**src/rtl/lfsr_pkg.sv**
```systemverilog
// Shared types, constants and next-state function for the 32-bit Fibonacci PRBS
// generator (taps 32, 22, 2, 1) and its burst controller.
package lfsr_pkg;

    typedef enum logic [1:0] {
        IDLE = 2'd0,
        RUN  = 2'd1,
        DONE = 2'd2
    } state_t;

    localparam logic [31:0] LFSR_TAP_MASK     = 32'h80200003;
    localparam logic [31:0] LFSR_DEFAULT_SEED = 32'h00000001;

    // Feedback is the parity of the tapped bits, shifted in at the LSB.
    function automatic logic [31:0] lfsr_step(input logic [31:0] s);
        return {s[30:0], ^(s & LFSR_TAP_MASK)};
    endfunction

endpackage

```
**src/rtl/lfsr32_core.sv**
```systemverilog
// 32-bit LFSR register with reset > load > step priority.
module lfsr32_core
    import lfsr_pkg::*;
#(
    parameter logic [31:0] RESET_VAL = LFSR_DEFAULT_SEED
) (
    input  logic        clk,
    input  logic        reset,
    input  logic        load,
    input  logic [31:0] load_val,
    input  logic        step,
    output logic [31:0] state
);

    always_ff @(posedge clk) begin
        if (reset) begin
            state <= RESET_VAL;
        end else if (load) begin
            state <= load_val;
        end else if (step) begin
            state <= lfsr_step(state);
        end
    end

endmodule

```
**src/rtl/lfsr_burst_ctrl.sv**
```systemverilog
// Command-driven burst sequencer: loads a seed, streams a counted run of LFSR
// states over a valid/ready port, then pulses done (with aborted on early exit).
module lfsr_burst_ctrl
    import lfsr_pkg::*;
#(
    parameter int          CNT_W        = 16,
    parameter logic [31:0] DEFAULT_SEED = LFSR_DEFAULT_SEED
) (
    input  logic             clk,
    input  logic             reset,
    input  logic             cmd_valid,
    output logic             cmd_ready,
    input  logic [31:0]      cmd_seed,
    input  logic [CNT_W-1:0] cmd_count,
    input  logic             abort,
    output logic             out_valid,
    input  logic             out_ready,
    output logic [31:0]      out_data,
    output logic             out_last,
    output logic             busy,
    output logic             done,
    output logic             aborted,
    output logic             seed_fixed
);

    state_t           state;
    logic [CNT_W-1:0] remaining;
    logic             accept;
    logic             handshake;
    logic             seed_zero;
    logic [31:0]      load_val;
    logic             last_word;

    assign accept    = cmd_valid & cmd_ready;
    assign handshake = out_valid & out_ready;
    assign seed_zero = (cmd_seed == 32'd0);
    assign load_val  = seed_zero ? DEFAULT_SEED : cmd_seed;
    assign last_word = (remaining == CNT_W'(1));

    lfsr32_core #(
        .RESET_VAL (DEFAULT_SEED)
    ) u_core (
        .clk      (clk),
        .reset    (reset),
        .load     (accept),
        .load_val (load_val),
        .step     (handshake),
        .state    (out_data)
    );

    // Outputs are registered alongside the state so they change only at the
    // edge where the state transition happens.
    always_ff @(posedge clk) begin
        if (reset) begin
            state      <= IDLE;
            remaining  <= '0;
            cmd_ready  <= 1'b1;
            out_valid  <= 1'b0;
            out_last   <= 1'b0;
            busy       <= 1'b0;
            done       <= 1'b0;
            aborted    <= 1'b0;
            seed_fixed <= 1'b0;
        end else begin
            done    <= 1'b0;
            aborted <= 1'b0;
            case (state)
                IDLE: begin
                    if (accept) begin
                        remaining  <= cmd_count;
                        seed_fixed <= seed_zero;
                        cmd_ready  <= 1'b0;
                        busy       <= 1'b1;
                        if (cmd_count != '0) begin
                            state     <= RUN;
                            out_valid <= 1'b1;
                            out_last  <= (cmd_count == CNT_W'(1));
                        end else begin
                            state <= DONE;
                            done  <= 1'b1;
                        end
                    end
                end

                RUN: begin
                    if (handshake && remaining != '0) begin
                        remaining <= remaining - CNT_W'(1);
                    end
                    // A final-word handshake wins over a coincident abort.
                    if (handshake && last_word) begin
                        state     <= DONE;
                        out_valid <= 1'b0;
                        out_last  <= 1'b0;
                        done      <= 1'b1;
                    end else if (abort) begin
                        state     <= DONE;
                        out_valid <= 1'b0;
                        out_last  <= 1'b0;
                        done      <= 1'b1;
                        aborted   <= 1'b1;
                    end else if (handshake) begin
                        out_last <= (remaining == CNT_W'(2));
                    end
                end

                DONE: begin
                    state     <= IDLE;
                    cmd_ready <= 1'b1;
                    busy      <= 1'b0;
                end

                default: begin
                    state     <= IDLE;
                    cmd_ready <= 1'b1;
                    out_valid <= 1'b0;
                    out_last  <= 1'b0;
                    busy      <= 1'b0;
                end
            endcase
        end
    end

endmodule

```
**config.mk**
```make
export PLATFORM = sky130hd
export DESIGN_NAME = lfsr_burst_ctrl
export DESIGN_NICKNAME = d
export VERILOG_FILES = /design/src/rtl/lfsr_pkg.sv /design/src/rtl/lfsr32_core.sv /design/src/rtl/lfsr_burst_ctrl.sv
export SDC_FILE = /design/constraint.sdc
export NUM_CORES = 1
export LEC_CHECK = 0
export ABC_CLOCK_PERIOD_IN_PS = 1900
export CORE_AREA = 2 2 104 106
export CTS_CLUSTER_DIAMETER = 60
export DETAILED_ROUTE_END_ITERATION = 10
export DIE_AREA = 0 0 106 108
export GPL_TIMING_DRIVEN = 0
export REMOVE_ABC_BUFFERS = 1
export SYNTH_ARGS = -nofsm -noshare
export SYNTH_HDL_FRONTEND = slang
export SYNTH_SLANG_ARGS = --single-unit
export TNS_END_PERCENT = 1
```
**constraint.sdc**
```tcl
create_clock -name clk -period 1.9 [get_ports clk]
set_clock_uncertainty 0.1 [all_clocks]
set_input_delay 0.38 -clock clk [delete_from_list [all_inputs] [get_ports clk]]
set_output_delay 0.38 -clock clk [all_outputs]
set_load 0.01 [all_outputs]
```
==> flow_metrics.env, run 1 <==
export IMPL_outcome="finished, violations left"
export IMPL_violations="negative setup slack"
export IMPL_ys_types=44
export IMPL_path_max_fanout=6
export IMPL_gp_congestion=0.792
export IMPL_async_flop_share_pct=0
export IMPL_synth_area_leader_cell="dfxtp_1"
export IMPL_drive_gt1_share_pct=17.8
export IMPL_cp_start_kind="flip-flop"
export IMPL_wl_per_cell_um=16.8
export IMPL_synthFlopType="dfxtp_1"
export IMPL_hold_depth=3
export IMPL_numCtsBuffers=9
export IMPL_hold_path_class="in2reg"
export IMPL_route_detailed_drc=0
export IMPL_n_antenna_cell=0
export IMPL_layout_commonest_cell="clkdlybuf4s50_1"
export IMPL_p_per_area_nw_per_um2=919
export IMPL_ctsHtreeMaxLevel=3
export IMPL_drt_vias_per_instance=5.46
export IMPL_fmax_mhz=492
export IMPL_drv_cap=0
export IMPL_insertion_delay_ps=340
export IMPL_fin_ws_ps=-133
export IMPL_placed_cell_area_um2=3970
export IMPL_cp_data_required_time_ps=2070
export IMPL_synth_seq_area_share_pct=38.0
export IMPL_timing_rr_start="remaining[8]"
export IMPL_hold_start="out_ready"
export IMPL_postLayoutCoreUtil_pct=44.6
export IMPL_irDropWorstVdd_mv=0.370
export IMPL_start_util_pct=29.4
export IMPL_r2r_setup_slack_ps=-130
export IMPL_post_route_min_period_ps=2030
export IMPL_core_area_um2=10200
export IMPL_yosys_warnings=0
export IMPL_worstMarginPinSlew_ps=578
export IMPL_fin_area_um2=4560
export IMPL_cp_arrival_ps=2200
export IMPL_synth_top_area_share_pct=38.0
export IMPL_hold_end="u_core.state[23]"
export IMPL_ff2ff_path_depth=6
export IMPL_clock_path_buffers=2
export IMPL_syn_instance_count=399
export IMPL_hold_viol=0
export IMPL_via_count=3435
export IMPL_rsz0062_at_grt="yes"
export IMPL_r2r_end="remaining[9]"
export IMPL_ys_seq_elements=57
export IMPL_synth_edf_count=0
export IMPL_drtIter0Drc=148
export IMPL_grt_pass1_vias=3214
export IMPL_num_rows=37
export IMPL_syn_area_per_cell_um2=7.53
export IMPL_ant_nets=0
export IMPL_period_share_pct=107
export IMPL_io_pins=92
export IMPL_slew_viol_final=0
export IMPL_syn_area_um2=3010
export IMPL_die_h_um=108
export IMPL_cts_tree="done"
export IMPL_syn2layout_area_growth_pct=51.9
export IMPL_setup_viol=16
export IMPL_drt_first_pass_iters=5
export IMPL_grt_max_degree=52
export IMPL_cp_end_kind="flip-flop"
export IMPL_netlist_top_cells_area="dfxtp_1 (38%), a311oi_1 (9.3%), nor2_1 (6.7%)"
export IMPL_whs_ps=357
export IMPL_clkTransAtPathRegs_ps=70
export IMPL_grt_pass1_wl_um=16700
export IMPL_power_mw=4.19
export IMPL_root_buffer="clkbuf_8"
export IMPL_tns_ps=-1660
export IMPL_nNetsFinal=545
export IMPL_fp_dieW_um=106
export IMPL_dieArea_um2=11400
export IMPL_wl_um=10600
export IMPL_cts_hold_buf=0
export IMPL_setup_worst_path_class="reg2reg"
export IMPL_slew_headroom_pct=61.2
export IMPL_p_leak_nw=1.61
export IMPL_clock_sink_count=57
export IMPL_numPortBuffers=91
export IMPL_gr_total_overflow=0
export IMPL_fill_cells=1007
export IMPL_antenna_found_initial=0
export IMPL_layout_common_cells="clkdlybuf4s50_1 (86), nor2_1 (53), nand2_1 (50), dfxtp_1 (50), nand3_1 (38)"
export IMPL_track_usage_pct=18.3
export IMPL_dp_hpwl_um=6400
## cell families (layout without fill, tap and decap cells)
logic type / after synthesis / after routing / synth area share (%)
fa+ha+maj: 3 / 3 / 1.25
flops: 57 / 57 / 38.0
mux: 3 / 3 / 1.08
compound gates: 94 / 95 / 21.9
simple gates: 198 / 198 / 31.1
xor+xnor: 3 / 3 / 0.874
buf+inv: 41 / 134 / 5.83
## area by class of cell
type	count	area (um^2)	area share, %
clock buffer	12	155	3.40
clock inverter	3	40.0	0.877
inverter	4	17.5	0.384
multi-input combinational	302	1890	41.5
sequential	57	1160	25.4
tap	136	170	3.73
timing repair buffer	115	1130	24.8
## flip-flops by register name (all words and copies together), names as in the netlist
register / count
busy: 1
out_last: 1
out_valid: 1
seed_fixed: 1
cmd_ready: 1
u_core.state: 32
remaining: 16
aborted: 1
state: 2
done: 1
## per-stage QoR
| step | worst slack, ps | cells |
|---|---|---|
| 3_5_place_dp | -3040 | 591 |
| 6_report | -133 | 629 |
| 2_1_floorplan | -1430 | 362 |
| 4_1_cts | -121 | 625 |
| 5_1_grt | -218 | 629 |
| 3_3_place_gp | -3550 | 589 |
## what timing repair did
action                     CTS  global route
setup endpoints to repair   55            21
resized for setup           52            15
gates cloned                 1             0
setup buffers               18             4
pin swaps                   25             5
## synthesized netlist by cell type, types with 5 or more instances
library cell  count
a21oi_1          25
a311oi_1         32
buf_2             5
clkbuf_1         28
dfxtp_1          57
nand2_1          53
nand2b_1          8
nand3_1          39
nor2_1           54
nor3_1           11
nor4_1           16
o21ai_1          13
or3_1             5
## worst max-delay path, stage by stage (launching register included)
cell     delay (ps)
dfxtp_4         360
or4_4           540
nor3_4          300
a311o_2         330
buf_6           150
o21ai_2          50
a21oi_1         130
## power by group
group	internal, mW	switching [mW]	total, mW
clock	0.666	0.499	1.17
combinational	0.749	0.799	1.55
sequential	1.33	0.146	1.48
## per-layer routing
metal  share of wire (%)  vias up  track usage (%)
met1                  45     1630             25.2
met4                 1.3        0             5.92
met2                  45      152             28.1
met3                 8.3       14             4.70
li1                    -     1639                -
met5                   0        -                0
## worst max path at each step
stage                            start            to  cells after the start
after floorplan              out_valid  remaining[0]                      5
after global placement       out_ready  remaining[0]                      6
after detailed placement     out_ready  remaining[0]                      6
after CTS                 remaining[0]  remaining[3]                      8
after global routing      remaining[0]  remaining[9]                      8
final                     remaining[8]  remaining[9]                      6
Note: power is estimated with default switching activity, not from simulation.
==> run 2: changes to the inputs <==
- PLACE_DENSITY: not set -> 0.53
==> flow_metrics.env, run 2 (synthesis gave the netlist of run 1 again) <==
export IMPL_outcome="finished, violations left"
export IMPL_violations="negative setup slack"
export IMPL_route_detailed_drc=0
export IMPL_track_usage_pct=19.6
export IMPL_slew_viol_final=0
export IMPL_power_internal_mw=2.78
export IMPL_fmax_mhz=499
export IMPL_syn2layout_area_growth_pct=51.2
export IMPL_fin_ws_ps=-106
export IMPL_power_frac_comb_pct=35.5
export IMPL_top_register="u_core.state"
export IMPL_clkPwrFrac_pct=29.5
export IMPL_largest_reg_flops=32
export IMPL_hold_viol=0
export IMPL_insertion_delay_ps=340
export IMPL_instances_no_fill=625
export IMPL_clock_path_buffers=2
export IMPL_placed_cell_area_um2=3970
export IMPL_irDropWorstVdd_mv=0.316
export IMPL_clkTransAtPathRegs_ps=70
export IMPL_drt_vias_per_instance=5.52
export IMPL_start_util_pct=29.4
export IMPL_setup_worst_path_class="reg2reg"
export IMPL_whs_ps=361
export IMPL_post_route_min_period_ps=2010
export IMPL_nNetsFinal=541
export IMPL_layout_common_cells="clkdlybuf4s50_1 (87), nor2_1 (52), nand2_1 (50), dfxtp_1 (49), nand3_1 (37)"
export IMPL_n_antenna_cell=0
export IMPL_p_per_area_nw_per_um2=931
export IMPL_clock_sink_count=57
export IMPL_period_share_pct=106
export IMPL_wl_per_cell_um=17.6
export IMPL_cts_hold_buf=0
export IMPL_tns_ps=-903
export IMPL_grt_pass1_vias=3356
export IMPL_ant_nets=0
export IMPL_gp_congestion=0.814
export IMPL_switchingPower_mw=1.45
export IMPL_cp_data_required_time_ps=2070
export IMPL_numCtsBuffers=9
export IMPL_drv_cap=0
export IMPL_drtIter0Drc=135
export IMPL_cp_start_kind="flip-flop"
export IMPL_worstMarginPinSlew_ps=532
export IMPL_dp_hpwl_um=6540
export IMPL_hold_path_class="in2reg"
export IMPL_rsz0062_at_grt="yes"
export IMPL_slew_headroom_pct=64.3
export IMPL_placed_cells=591
export IMPL_cp_arrival_ps=2170
export IMPL_die_h_um=108
export IMPL_wl_um=11000
export IMPL_p_seq_share_pct=35.1
export IMPL_fin_area_um2=4540
export IMPL_core_area_um2=10200
export IMPL_via_count=3448
export IMPL_fp_dieW_um=106
export IMPL_p_leak_nw=1.59
export IMPL_drt_first_pass_iters=4
export IMPL_grt_max_degree=44
export IMPL_cts_tree="done"
export IMPL_io_pins=92
export IMPL_antenna_found_initial=0
export IMPL_ctsHtreeMaxLevel=3
export IMPL_numPortBuffers=91
export IMPL_dieArea_um2=11400
export IMPL_switching_share_pct=34.3
export IMPL_top_regs="u_core.state: 32 flops, remaining: 16 flops, state: 2 flops"
export IMPL_num_rows=37
export IMPL_grt_pass1_wl_um=17700
export IMPL_path_max_fanout=5
export IMPL_setup_viol=15
export IMPL_fill_cells=1046
export IMPL_root_buffer="clkbuf_8"
export IMPL_gr_total_overflow=0
export IMPL_cp_end_kind="flip-flop"
export IMPL_drive_gt1_share_pct=17.4
export IMPL_layout_commonest_cell="clkdlybuf4s50_1"
[run 2: through the flow]
step	total power, mW	setup WS, ps	utilization (%)
after global routing	4.46	-180	44.4
final	4.23	-106	44.4
after detailed placement	2.64	-3060	38.8
after CTS	4.15	-96.5	43.6
after floorplan	2.10	-1430	-
after global placement	2.62	-3680	38.4
[run 2: per-layer routing]
| metal | part of all wire, % | global-route usage (%) | vias to the layer above |
|---|---|---|---|
| met5 | 0 | 0 | - |
| met4 | 0.95 | 4.51 | 0 |
| met3 | 7.1 | 6.51 | 12 |
| met2 | 46 | 32.1 | 118 |
| met1 | 46 | 25.2 | 1680 |
| li1 | - | - | 1638 |
[run 2: path summary, 6_finish.rpt]
kind	slack, ps	endpoint	cells after the start	startpoint
setup / recovery	-110	remaining[14]	8	remaining[0]
hold / removal	360	u_core.state[31]	3	out_ready
setup reg to reg	-110	remaining[14]	8	remaining[0]
hold reg to reg	380	out_last	2	out_last
[run 2: repair_timing]
action,4_1_cts,5_1_grt
resized for setup,46,16
buffers inserted,14,3
pin swaps,22,9
endpoints found under the setup margin,55,21
cloned,2,0
[run 2: layout make-up]
class | count | area [um^2] | share of cell area [%]
timing repair buffer | 110 | 1100 | 24.1
multi-input combinational | 303 | 1890 | 41.5
inverter | 4 | 17.5 | 0.386
clock inverter | 2 | 35.0 | 0.771
clock buffer | 13 | 179 | 3.94
tap | 136 | 170 | 3.75
sequential | 57 | 1160 | 25.5
[run 2: power groups by stage]
| stage | clock [mW] | sequential (mW) | combinational (mW) |
|---|---|---|---|
| after floorplan | 0 | 1.50 | 0.605 |
| after global placement | 0 | 1.50 | 1.13 |
| after detailed placement | 0 | 1.50 | 1.14 |
| after CTS | 1.26 | 1.47 | 1.41 |
| after global routing | 1.32 | 1.50 | 1.63 |
| final | 1.25 | 1.48 | 1.50 |
[run 2: worst max-delay path, cell delays in order, from the launching register on]
cell and delay, ps:
dfxtp_2 340, inv_2 80, ha_4 140, or3b_4 400, nor3_4 200, a311o_2 320, buf_6 140, o21ai_2 50
a21oi_1 160
